`config.mk`:
```
export PLATFORM = sky130hd
export DESIGN_NAME = mem_bus_arbiter
export DESIGN_NICKNAME = d
export VERILOG_FILES = /design/src/rtl/mem_bus_arbiter.sv
export SDC_FILE = /design/constraint.sdc
export NUM_CORES = 1
export LEC_CHECK = 0
export CAP_MARGIN = 20
export CORE_ASPECT_RATIO = 0.6
export CORE_MARGIN = 1.5
export CORE_UTILIZATION = 45
export CTS_BUF_LIST = sky130_fd_sc_hd__clkbuf_8
export DETAILED_ROUTE_END_ITERATION = 10
export PLACE_DENSITY = 0.87
export SYNTH_ARGS = -nofsm -noshare
export SYNTH_HDL_FRONTEND = slang
export SYNTH_SLANG_ARGS = --single-unit
```
`constraint.sdc`:
```
create_clock -name clk -period 3.25 [get_ports clk]
set_clock_uncertainty 0.15 [all_clocks]
set_input_delay 0.65 -clock clk [delete_from_list [all_inputs] [get_ports clk]]
set_output_delay 0.65 -clock clk [all_outputs]
set_load 0.01 [all_outputs]
```
`src/rtl/mem_bus_arbiter.sv`:
```
// -----------------------------------------------------------------------------
// mem_bus_arbiter
//   Shares the single main-memory port between the two pipeline cores.
//   A core may issue a line-fill read or a copy-back write. Before a read
//   reaches memory, the other core's cache is snooped. If that cache holds the
//   line dirty, its data is forwarded to the requester and copied back to
//   memory in place of the memory read.
//
// Ports
//   clk, reset                      clock (rising edge), async active-low reset
//   req_x / wr_x / addr_x / wdata_x core request, held until done_x is seen
//   gnt_x                           core owns the bus for the whole transaction
//   done_x, rdata                   one-cycle completion pulse and result word
//   snoop_req_x, snoop_addr         probe to the non-granted core
//   snoop_dirty_x, snoop_data_x     combinational probe response
//   mem_rd, mem_wr, mem_addr,       main-memory strobes, address and write
//   mem_wdata, mem_rdata            data (held MEM_LAT cycles); read data
// -----------------------------------------------------------------------------
module mem_bus_arbiter #(
  parameter int MEM_LAT = 4,
  parameter int ADDR_W  = 5,
  parameter int DATA_W  = 32
) (
  input  logic              clk,
  input  logic              reset,
  input  logic              req_1,
  input  logic              req_2,
  input  logic              wr_1,
  input  logic              wr_2,
  input  logic [ADDR_W-1:0] addr_1,
  input  logic [ADDR_W-1:0] addr_2,
  input  logic [DATA_W-1:0] wdata_1,
  input  logic [DATA_W-1:0] wdata_2,
  output logic              gnt_1,
  output logic              gnt_2,
  output logic              done_1,
  output logic              done_2,
  output logic [DATA_W-1:0] rdata,
  output logic              snoop_req_1,
  output logic              snoop_req_2,
  output logic [ADDR_W-1:0] snoop_addr,
  input  logic              snoop_dirty_1,
  input  logic              snoop_dirty_2,
  input  logic [DATA_W-1:0] snoop_data_1,
  input  logic [DATA_W-1:0] snoop_data_2,
  output logic              mem_rd,
  output logic              mem_wr,
  output logic [ADDR_W-1:0] mem_addr,
  output logic [DATA_W-1:0] mem_wdata,
  input  logic [DATA_W-1:0] mem_rdata
);

  localparam int CNT_W = (MEM_LAT > 1) ? $clog2(MEM_LAT) : 1;
  localparam logic [CNT_W-1:0] LAT_M1 = CNT_W'(MEM_LAT - 1);

  typedef enum logic [2:0] {IDLE, SNOOP, MEM, WB, RESP} state_t;

  state_t              state_q;
  logic                owner2_q;   // 1: core 2 owns the bus, 0: core 1
  logic                wr_q;
  logic [ADDR_W-1:0]   addr_q;
  logic [DATA_W-1:0]   data_q;
  logic                last2_q;    // 1: core 2 was granted last
  logic [CNT_W-1:0]    cnt_q;

  logic                gnt_1_q, gnt_2_q, done_1_q, done_2_q;
  logic                snoop_req_1_q, snoop_req_2_q, mem_rd_q, mem_wr_q;
  logic [DATA_W-1:0]   rdata_q, mem_wdata_q;
  logic [ADDR_W-1:0]   snoop_addr_q, mem_addr_q;

  // Arbitration and selection of the winning core's request fields.
  logic                sel_2_d;
  logic                sel_wr_d;
  logic [ADDR_W-1:0]   sel_addr_d;
  logic [DATA_W-1:0]   sel_wdata_d;
  logic                snp_dirty_d;
  logic [DATA_W-1:0]   snp_data_d;

  // NOTE: every always_comb output gets a default first so no latch is inferred.
  always_comb begin
    sel_2_d     = 1'b0;
    // A tie goes to the core that was not granted last.
    if (req_2 && (!req_1 || !last2_q)) sel_2_d = 1'b1;
    sel_wr_d    = sel_2_d ? wr_2    : wr_1;
    sel_addr_d  = sel_2_d ? addr_2  : addr_1;
    sel_wdata_d = sel_2_d ? wdata_2 : wdata_1;
    // The probe always targets the core that does not own the bus.
    snp_dirty_d = owner2_q ? snoop_dirty_1 : snoop_dirty_2;
    snp_data_d  = owner2_q ? snoop_data_1  : snoop_data_2;
  end

  // NOTE: state is updated with non-blocking assignments so every register
  // in this block sees the values from the start of the cycle.
  always_ff @(posedge clk or negedge reset) begin
    if (!reset) begin
      state_q       <= IDLE;
      owner2_q      <= 1'b0;
      wr_q          <= 1'b0;
      addr_q        <= '0;
      data_q        <= '0;
      last2_q       <= 1'b1;
      cnt_q         <= '0;
      gnt_1_q       <= 1'b0;
      gnt_2_q       <= 1'b0;
      done_1_q      <= 1'b0;
      done_2_q      <= 1'b0;
      rdata_q       <= '0;
      snoop_req_1_q <= 1'b0;
      snoop_req_2_q <= 1'b0;
      snoop_addr_q  <= '0;
      mem_rd_q      <= 1'b0;
      mem_wr_q      <= 1'b0;
      mem_addr_q    <= '0;
      mem_wdata_q   <= '0;
    end else begin
      done_1_q <= 1'b0;
      done_2_q <= 1'b0;
      unique case (state_q)
        IDLE: begin
          if (req_1 || req_2) begin
            owner2_q <= sel_2_d;
            wr_q     <= sel_wr_d;
            addr_q   <= sel_addr_d;
            data_q   <= sel_wdata_d;
            gnt_1_q  <= !sel_2_d;
            gnt_2_q  <= sel_2_d;
            if (sel_wr_d) begin
              state_q     <= MEM;
              cnt_q       <= LAT_M1;
              mem_wr_q    <= 1'b1;
              mem_addr_q  <= sel_addr_d;
              mem_wdata_q <= sel_wdata_d;
            end else begin
              state_q       <= SNOOP;
              snoop_req_1_q <= sel_2_d;
              snoop_req_2_q <= !sel_2_d;
              snoop_addr_q  <= sel_addr_d;
            end
          end
        end
        SNOOP: begin
          snoop_req_1_q <= 1'b0;
          snoop_req_2_q <= 1'b0;
          snoop_addr_q  <= '0;
          cnt_q         <= LAT_M1;
          mem_addr_q    <= addr_q;
          if (snp_dirty_d) begin
            // Dirty line: forward the peer's copy and write it back instead of reading.
            state_q     <= WB;
            data_q      <= snp_data_d;
            mem_wr_q    <= 1'b1;
            mem_wdata_q <= snp_data_d;
          end else begin
            state_q  <= MEM;
            mem_rd_q <= 1'b1;
          end
        end
        MEM, WB: begin
          if (cnt_q == '0) begin
            state_q     <= RESP;
            mem_rd_q    <= 1'b0;
            mem_wr_q    <= 1'b0;
            mem_addr_q  <= '0;
            mem_wdata_q <= '0;
            done_1_q    <= !owner2_q;
            done_2_q    <= owner2_q;
            // Memory read data is only valid on the last strobe cycle.
            if (state_q == MEM && !wr_q) begin
              data_q  <= mem_rdata;
              rdata_q <= mem_rdata;
            end else begin
              rdata_q <= data_q;
            end
          end else begin
            cnt_q <= cnt_q - 1'b1;
          end
        end
        RESP: begin
          state_q <= IDLE;
          gnt_1_q <= 1'b0;
          gnt_2_q <= 1'b0;
          last2_q <= owner2_q;
        end
        default: state_q <= IDLE;
      endcase
    end
  end

  assign gnt_1       = gnt_1_q;
  assign gnt_2       = gnt_2_q;
  assign done_1      = done_1_q;
  assign done_2      = done_2_q;
  assign rdata       = rdata_q;
  assign snoop_req_1 = snoop_req_1_q;
  assign snoop_req_2 = snoop_req_2_q;
  assign snoop_addr  = snoop_addr_q;
  assign mem_rd      = mem_rd_q;
  assign mem_wr      = mem_wr_q;
  assign mem_addr    = mem_addr_q;
  assign mem_wdata   = mem_wdata_q;

endmodule

```
# After elaboration in Yosys (flattened, before gate mapping)
# Cells that the tools add are included.
dict set report totals {
  latchBits 0
  memories 0
  rom_bits 0
  reg_bits 127
  ramBits 0
  in_bits 178
  elab_cells 109
}
dict set report classes {
  addsub 1
  order_cmp 0
  mul 0
  n_shift 0
  n_bitwise 0
  n_eq_ne 11
  muxes 52
  n_reduce_logical 26
  div 0
}
# operator count
set op_table {}
lappend op_table {{$mux 32} 9}
lappend op_table {{$pmux 32 s3} 2}
lappend op_table {{$mux 5} 6}
lappend op_table {{$mux 1} 19}
lappend op_table {{$pmux 5 s3} 1}
lappend op_table {{$ne 2x2->1 const B} 7}
lappend op_table {{$reduce_and 4->1} 3}
lappend op_table {{$pmux 1 s2} 5}
lappend op_table {{$pmux 5 s2} 1}
lappend op_table {{$pmux 3 s3} 1}
lappend op_table {{$mux 2} 4}
lappend op_table {{$reduce_and 2->1} 4}
lappend op_table {{$eq 3x2->1 const B} 2}
lappend op_table {{$mux 3} 2}
lappend op_table {{$pmux 2 s3} 1}
lappend op_table {{$reduce_and 3->1} 2}
lappend op_table {{$reduce_bool 2->1} 3}
lappend op_table {{$logic_not 1->1} 5}
lappend op_table {{$reduce_and 5->1} 1}
lappend op_table {{$eq 3x1->1 const B} 1}
lappend op_table {{$eq 3x3->1 const B} 1}
lappend op_table {{$logic_not 3->1} 1}
lappend op_table {{$pmux 1 s3} 1}
lappend op_table {{$reduce_bool 3->1} 1}
lappend op_table {{5 further kinds} 7}

# Depth between registers and ports, before layout
# Gate-level depths: netlist of the first run.
dict set report depth {
  depth_word 8
  depth_mapped 9
  ltp_nobuf 6
}

# Worst setup path before layout of the first run
# OpenSTA, ideal clock, no wires.
dict set report synth_timing {
  path_kind {input -> register}
  from {input snoop_dirty_1}
  to {register mem_wdata_q[0] (netlist: mem_wdata[0])}
  n_path_buf 1
  setup_time_ns 0.125
  path_stages 5
  required_time_ns 2.975
  path_slack_ns 0.879
  t_arrival_ns 2.096
  path_cell_list {mux2i_1 -> a2111oi_4 -> a21boi_2 -> buf_4 -> mux2_2}
}
dict set report synth_between {
  elab_chain_cells 3
}
# element line_no
set synth_rtl {}
lappend synth_rtl {{from (decl)} 42} ;# input logic snoop_dirty_1,
lappend synth_rtl {{$mux 1} 88} ;# snp_dirty_d = owner2_q ? snoop_dirty_1 : snoop_dirty_2;
lappend synth_rtl {{$ne 2x2->1 (no line)} n/a}
lappend synth_rtl {{$reduce_and 5->1 (no line)} n/a}
lappend synth_rtl {{to (signal assigned)} 132} ;# mem_wdata_q <= sel_wdata_d;
lappend synth_rtl {{to (signal assigned)} 152} ;# mem_wdata_q <= snp_data_d;
lappend synth_rtl {{to (decl)} 68} ;# logic [DATA_W-1:0] rdata_q, mem_wdata_q;
# Every way passes these cells.
# A chain may end at the register's enable or synchronous reset.

# Worst setup path in the final report of the first run
dict set report layout_timing {
  from {input req_1}
  to {register mem_wdata_q[7] (netlist: mem_wdata[7])}
}
dict set report layout_between {
  elab_chain_cells 8
  elab_cells_between_ends 13
  classes_between {2 x eq/ne; 6 x mux; 5 x reduce/logical}
}
# element line_no
set layout_rtl {}
lappend layout_rtl {{from (decl)} 26} ;# input logic req_1,
lappend layout_rtl {{$logic_not 1->1} 83} ;# if (req_2 && (!req_1 || !last2_q)) sel_2_d = 1'b1;
lappend layout_rtl {{$logic_or 1x1->1} 83}
lappend layout_rtl {{$logic_and 1x1->1} 83}
lappend layout_rtl {{$mux 1} 83}
lappend layout_rtl {{$mux 32} 86} ;# sel_wdata_d = sel_2_d ? wdata_2 : wdata_1;
lappend layout_rtl {{$mux 32} 127} ;# if (sel_wr_d) begin
lappend layout_rtl {{$mux 32} 120} ;# if (req_1 || req_2) begin
lappend layout_rtl {{$pmux 32 s3} 118} ;# unique case (state_q)
# Several ways; a longest one is shown, not always the timed one. The select of a mux whose other input is x is not followed.

==> summary.txt, run 1 <==
CTS tree = yes
async set-reset flop share out of synthesis = 1.00
maximum vdd drop = 530 uV
Largest stage delay, worst path = 0.58 ns
actual slew at the worst max-slew pin = 1.01 ns
ys flop type = dfrtp_1
# IOs = 260
Routed WL = 20300 um
share of the synthesized area in the top cell type = 0.476
Crit-path slowest cell = clkdlybuf4s50_1
Post-Synth Simple-Gate Area = 0.0795
initial antenna violation count = 0
Post-Synth XOR/XNOR Area = 0
P_int = 0.00546 W
post-DP HPWL = 14200 um
Num CTS Buffers = 17
clock network fraction of total power = 0.178
area share of fa/ha/maj cells after synthesis = 0.00189
Root Buffer = clkbuf_8
RSZ-0062 raised after global routing = false
pwr/cell area = 886 nW/um2
syn_area_per_cell = 10.5 um2
DR vias/cell = 5.51
Startpoint Class = input port
grt ovf = 0
die height = 97.0 um
Sw Share = 0.380
Mapped Area = 6620 um2
count of input and output buffers = 259
final core occ = 0.689
EDFF count, synth = 0
dpl cells = 1053
DRT Pass-1 Iters = 5
die area = 15500 um2
core area = 14400 um2
RePlAce Congestion = 0.867
post-route ant nets = 0
Compound-Gate Fraction of Synth Area = 0.177
Max Fclk = 399 MHz
Seq/Total Area, Yosys = 0.480
non-filler cells in the finished layout = 1086
share of cells above drive strength 1 = 0.131
HP Class = reg2reg
Period minus WS final = 2.50 ns
maximum root-to-sink buffer count = 2
Starting Density = 0.459
TNS Setup = 0 ns
mux contribution to synthesized area = 0.226
area delta synth->final = 50.0%
Power Total = 0.00880 W
number of global-route vias before repair = 6151
outcome = finished, final reports clean
Synth Warn # = 0
Die X = 160 um
Global Route Usage Sum = 0.271
Synthesized Nets = 810
# DRC = 0
net count of the finished layout = 1054
clock sink count = 127
Seq pwr share = 0.311
Final Max Tran Viols = 0
clock latency on the worst-skew pair = 0.43 ns
vias = 5987
post-cts sizing count = 0
ranking of synthesized cells by area = dfrtp_1 (48%), mux2i_1 (11%), mux2_2 (10%), nand2_1 (6.1%), o21ai_0 (5.8%)
Max-Cap Viols = 0
pin count of the biggest net entering global routing = 70
sw power = 0.00334 W
Cells after Synth = 631
critical path, cell by cell = clkdlybuf4s50_1 > nor4_1 > a2111oi_4 > a21boi_4 > buf_12 > mux2_2
Gate power share = 0.511
Worst-path clk slew = 0.08 ns
static leakage = 4.22 nW
kind of critical path = in2reg
Hold Fails Final Rpt = 0
final period utilization = 0.770
Rel. slew slack = 0.323
first-pass GRT wire length = 33000 um
CP required = 3.41 ns
n_diodes = 0
Final Setup Violations = 0
DR WL/cell = 18.7 um
CP max FO = 17
Fill cells = 1069
Hold WS = 0.334 ns
Synth area leader = dfrtp_1
main combinational cell family by area after synthesis = multiplexers
Setup crit end kind = flip-flop
Yosys cell types = 39
H-tree levels = 4
Iter 0 DRT Violations = 332
Worst Path Arrival = 2.66 ns
FP Rows = 34
number of synthesized register bits = 127
==> cells by family after synthesis <==
group	after synthesis
fa+ha+maj	1
simple gates	132
flops	127
mux	141
compound gates	174
buf+inv	56
==> cell usage after synthesis, types with 3 or more instances <==
cell type  count
clkbuf_1      33
buf_2         10
o211ai_1      32
a21oi_1        8
mux2_2        59
o21ai_0       77
mux2i_1       72
nor2_1        13
buf_4          4
inv_1          7
nand2_1      107
o2bb2ai_1      5
a2bb2oi_1      3
a22o_1        36
dfrtp_1      126
mux2_1        10
==> final timing paths <==
kind                            slack (ns)  cells after the start        from            to
worst max register to register        0.79                      4  state_q[2]     rdata[14]
worst min-delay path                  0.33                      2   rdata[21]     rdata[21]
max in group asynchronous             1.61                      3       reset  mem_wdata[2]
worst min register to register        0.33                      2   rdata[21]     rdata[21]
worst max-delay path                  0.75                      6       req_1  mem_wdata[7]
min in group asynchronous             0.53                      2       reset     rdata[17]
==> through the flow <==
stage	worst slack (ns)	area, um2
6_report	0.746	9930
5_1_grt	0.558	9930
4_1_cts	0.785	9930
3_5_place_dp	0.351	9470
3_3_place_gp	0.387	9470
2_1_floorplan	0.879	6620
==> worst max-delay path, delay by kind of cell <==
kind,cells,cell delay [ns]
buffers and inverters,2,0.77
AOI/OAI and AO/OA,2,0.75
muxes,1,0.36
and+or+nand+nor,1,0.12
==> repair_timing <==
item | CTS | global route
hold buffers | 1 | 0
buffers inserted | 0 | 0
hold endpoints to repair | 25 | 0
==> power by group through the flow <==
stage | Combinational, W | Sequential, W | Clock, W
after floorplan | 0.00253 | 0.00278 | 0
after global placement | 0.00435 | 0.00272 | 0
after detailed placement | 0.00450 | 0.00274 | 0
after CTS | 0.00453 | 0.00273 | 0.00159
after global routing | 0.00486 | 0.00282 | 0.00165
final | 0.00450 | 0.00274 | 0.00156
==> cells in the final DEF (no fill, tap or decap), types with 2 or more instances in the layout <==
master | netlist | layout
clkbuf_8 | 0 | 18
bufinv_16 | 0 | 4
nor2_1 | 13 | 12
mux2_2 | 59 | 59
o21a_1 | 2 | 2
buf_12 | 0 | 6
a22o_1 | 36 | 36
clkdlybuf4s50_1 | 0 | 258
nor2b_1 | 2 | 2
a2bb2oi_1 | 3 | 3
nor3_1 | 2 | 2
mux2_1 | 10 | 10
o211ai_1 | 32 | 32
dfrtp_1 | 126 | 125
a21oi_1 | 8 | 8
o21ai_0 | 77 | 77
mux2i_1 | 72 | 72
a21boi_0 | 2 | 2
inv_6 | 0 | 3
buf_4 | 4 | 9
o2bb2ai_1 | 5 | 5
clkinv_4 | 0 | 6
inv_1 | 7 | 7
nand2_1 | 107 | 107
==> metal layers <==
layer / vias to the layer above / track usage / part of all wire
li1: 2772 / - / -
met1: 2934 / 0.367 / 0.45
met2: 267 / 0.436 / 0.47
met3: 14 / 0.0703 / 0.077
met4: 0 / 0.0639 / 0.0060
met5: - / 0 / 0
==> area by class of cell <==
class	instances	area, um2	share of cell area
Clock buffer	18	248	0.0249
Sequential cell	127	3180	0.320
Multi-Input combinational cell	448	3240	0.327
Timing Repair Buffer	274	2780	0.280
Clock inverter	14	206	0.0208
Tap cell	198	248	0.0249
Inverter	7	26.3	0.00265
==> sequential cells by signal, summed over array words and instances, names as in the netlist <==
name         flops
snoop_req_2      1
gnt_2            1
cnt_q            2
state_q          3
owner2_q         1
done_2           1
addr_q           5
mem_rd           1
last2_q          1
mem_addr         5
done_1           1
mem_wr           1
gnt_1            1
rdata           32
data_q          32
snoop_req_1      1
snoop_addr       5
wr_q             1
mem_wdata       32
Note: power is estimated with default switching activity, not from simulation.
==> run 2, diff against run 1 <==
clock period = 2.31 ns   (was 3.25 ns; I/O delays follow)
==> run 2 against run 1 <==
Register-to-register slack got worse by 0.70 ns. Global-route usage increased by 0.23 points. First-iteration DRC count decreased by 5.7%. Worst hold slack got worse by 0.0050 ns. Combinational power increased by 48%.
==> summary.txt, run 2 (same netlist as run 1, synthesis figures left out) <==
area delta synth->final = 54.0%
Final Setup Violations = 0
DR vias/cell = 5.49
Largest stage delay, worst path = 0.51 ns
Final Max Tran Viols = 0
CTS Hold Bufs = 1
dpl cells = 1082
actual slew at the worst max-slew pin = 0.535 ns
Global Route Usage Sum = 0.273
initial antenna violation count = 0
# IOs = 260
Worst-path clk slew = 0.08 ns
HP Class = reg2reg
post-route ant nets = 0
Critical Path End = mem_wdata[3]
Worst Setup SP = state_q[1]
DR WL/cell = 18.2 um
FP Rows = 34
Root Buffer = clkbuf_8
RSZ-0062 raised after global routing = false
RePlAce Congestion = 0.870
Startpoint Class = flip-flop
Max-Cap Viols = 0
RR Startpoint = state_q[1]
Fill cells = 1039
most used routing layer = met2
net count of the finished layout = 1083
first-pass GRT wire length = 33200 um
Crit-path slowest cell = dfrtp_1
Num CTS Buffers = 17
die area = 15500 um2
final core occ = 0.708
die height = 97.0 um
Period minus WS final = 2.22 ns
maximum vdd drop = 514 uV
Starting Density = 0.459
critical path, cell by cell = nor4_1 > buf_4 > a2111oi_4 > a21boi_4 > buf_12 > mux2_2
Rel. slew slack = 0.643
CTS tree = yes
Iter 0 DRT Violations = 313
vias = 6119
Hold Fails Final Rpt = 0
clock sink count = 127
Die X = 160 um
area of the multi-input gates = 3240 um2
# DRC = 0
Routed WL = 20300 um
post-DP HPWL = 14700 um
CP required = 2.46 ns
met1 usage = 0.372
grt ovf = 0
RR Endpoint = mem_wdata[3]
Hold Path Depth = 2
fin area = 10200 um2
post-cts sizing count = 0
global-route met2 utilization = 0.431
Final WS setup = 0.0898 ns
static leakage = 4.39 nW
Worst Path Arrival = 2.37 ns
final period utilization = 0.961
number of global-route vias before repair = 6332
Max Fclk = 450 MHz
worst slack, placed = -0.326 ns
FF/Latch Area = 3180 um2
kind of critical path = reg2reg
CP max FO = 16
Placed Area = 9740 um2
n_diodes = 0
maximum root-to-sink buffer count = 2
most frequent cells in the layout = clkdlybuf4s50_1 (258), dfrtp_1 (125), nand2_1 (107), o21ai_0 (77), mux2i_1 (72)
FF-to-FF path depth = 6
core area = 14400 um2
pin count of the biggest net entering global routing = 53
outcome = finished, final reports clean
TNS Setup = 0 ns
most common cell after layout, fill and taps aside = clkdlybuf4s50_1
r2r setup slk = 0.09 ns
clock latency on the worst-skew pair = 0.42 ns
non-filler cells in the finished layout = 1115
Setup Fix Bufs, Post-CTS = 0
pwr/cell area = 1240 nW/um2
share of cells above drive strength 1 = 0.155
met3 Usage GRT = 0.0798
count of input and output buffers = 259
DRT Pass-1 Iters = 5
Setup crit end kind = flip-flop
H-tree levels = 4
[run 2: changes by cell type in the layout (fill, tap and decap cells not counted), sizes merged]
cell,before,now
clkinv,6,3
clkinvlp,1,2
buf,15,44
clkbuf,18,19
bufinv,4,5
[run 2: area by class of cell]
type / instances / area share
inverters: 7 / 0.00258
well taps: 198 / 0.0243
clock buffers: 19 / 0.0256
flip-flops and latches: 127 / 0.312
repair buffers: 303 / 0.299
multi-input cells: 448 / 0.318
clock inverters: 13 / 0.0191
[run 2: worst min path at each step]
| stage | start | to | slack (ns) |
|---|---|---|---|
| final | rdata[2] | rdata[2] | 0.33 |
| after floorplan | reset | addr_q[0] | 0.02 |
| after detailed placement | reset | rdata[19] | 0.26 |
| after global placement | reset | rdata[19] | 0.25 |
| after global routing | rdata[2] | rdata[2] | 0.35 |
| after CTS | reset | rdata[19] | 0.32 |
[run 2: stage by stage]
step / total power (W) / hold WS (ns)
after global placement: 0.0103 / 0.255
after detailed placement: 0.0105 / 0.256
after global routing: 0.0135 / 0.352
after floorplan: 0.00747 / 0.0164
final: 0.0127 / 0.329
after CTS: 0.0127 / 0.325
[run 2: power by group]
part | internal (W) | leakage [nW] | switching [W]
clock network | 0.00133 | 0.235 | 0.000902
registers | 0.00320 | 1.59 | 0.000606
logic | 0.00350 | 2.56 | 0.00315
total | 0.00804 | 4.39 | 0.00465
[run 2: critical path, delay by kind of cell, from the launching register on]
| kind | cells | cell delay [ns] |
|---|---|---|
| buf+inv | 2 | 0.35 |
| compound gates | 2 | 0.61 |
| mux | 1 | 0.36 |
| flops | 1 | 0.51 |
| simple gates | 1 | 0.10 |
[run 2: layer usage]
metal  share of wire  wire length [um]
met4           0.012               240
met2            0.45              9170
met5               0                 0
met3           0.086              1750
met1            0.45              9130
==> run 3, diff against run 2 <==
CTS_CLUSTER_DIAMETER = 40   (was unset)
==> results of run 3 <==
No change in the layout: final DEF, timing and power equal those of run 2.
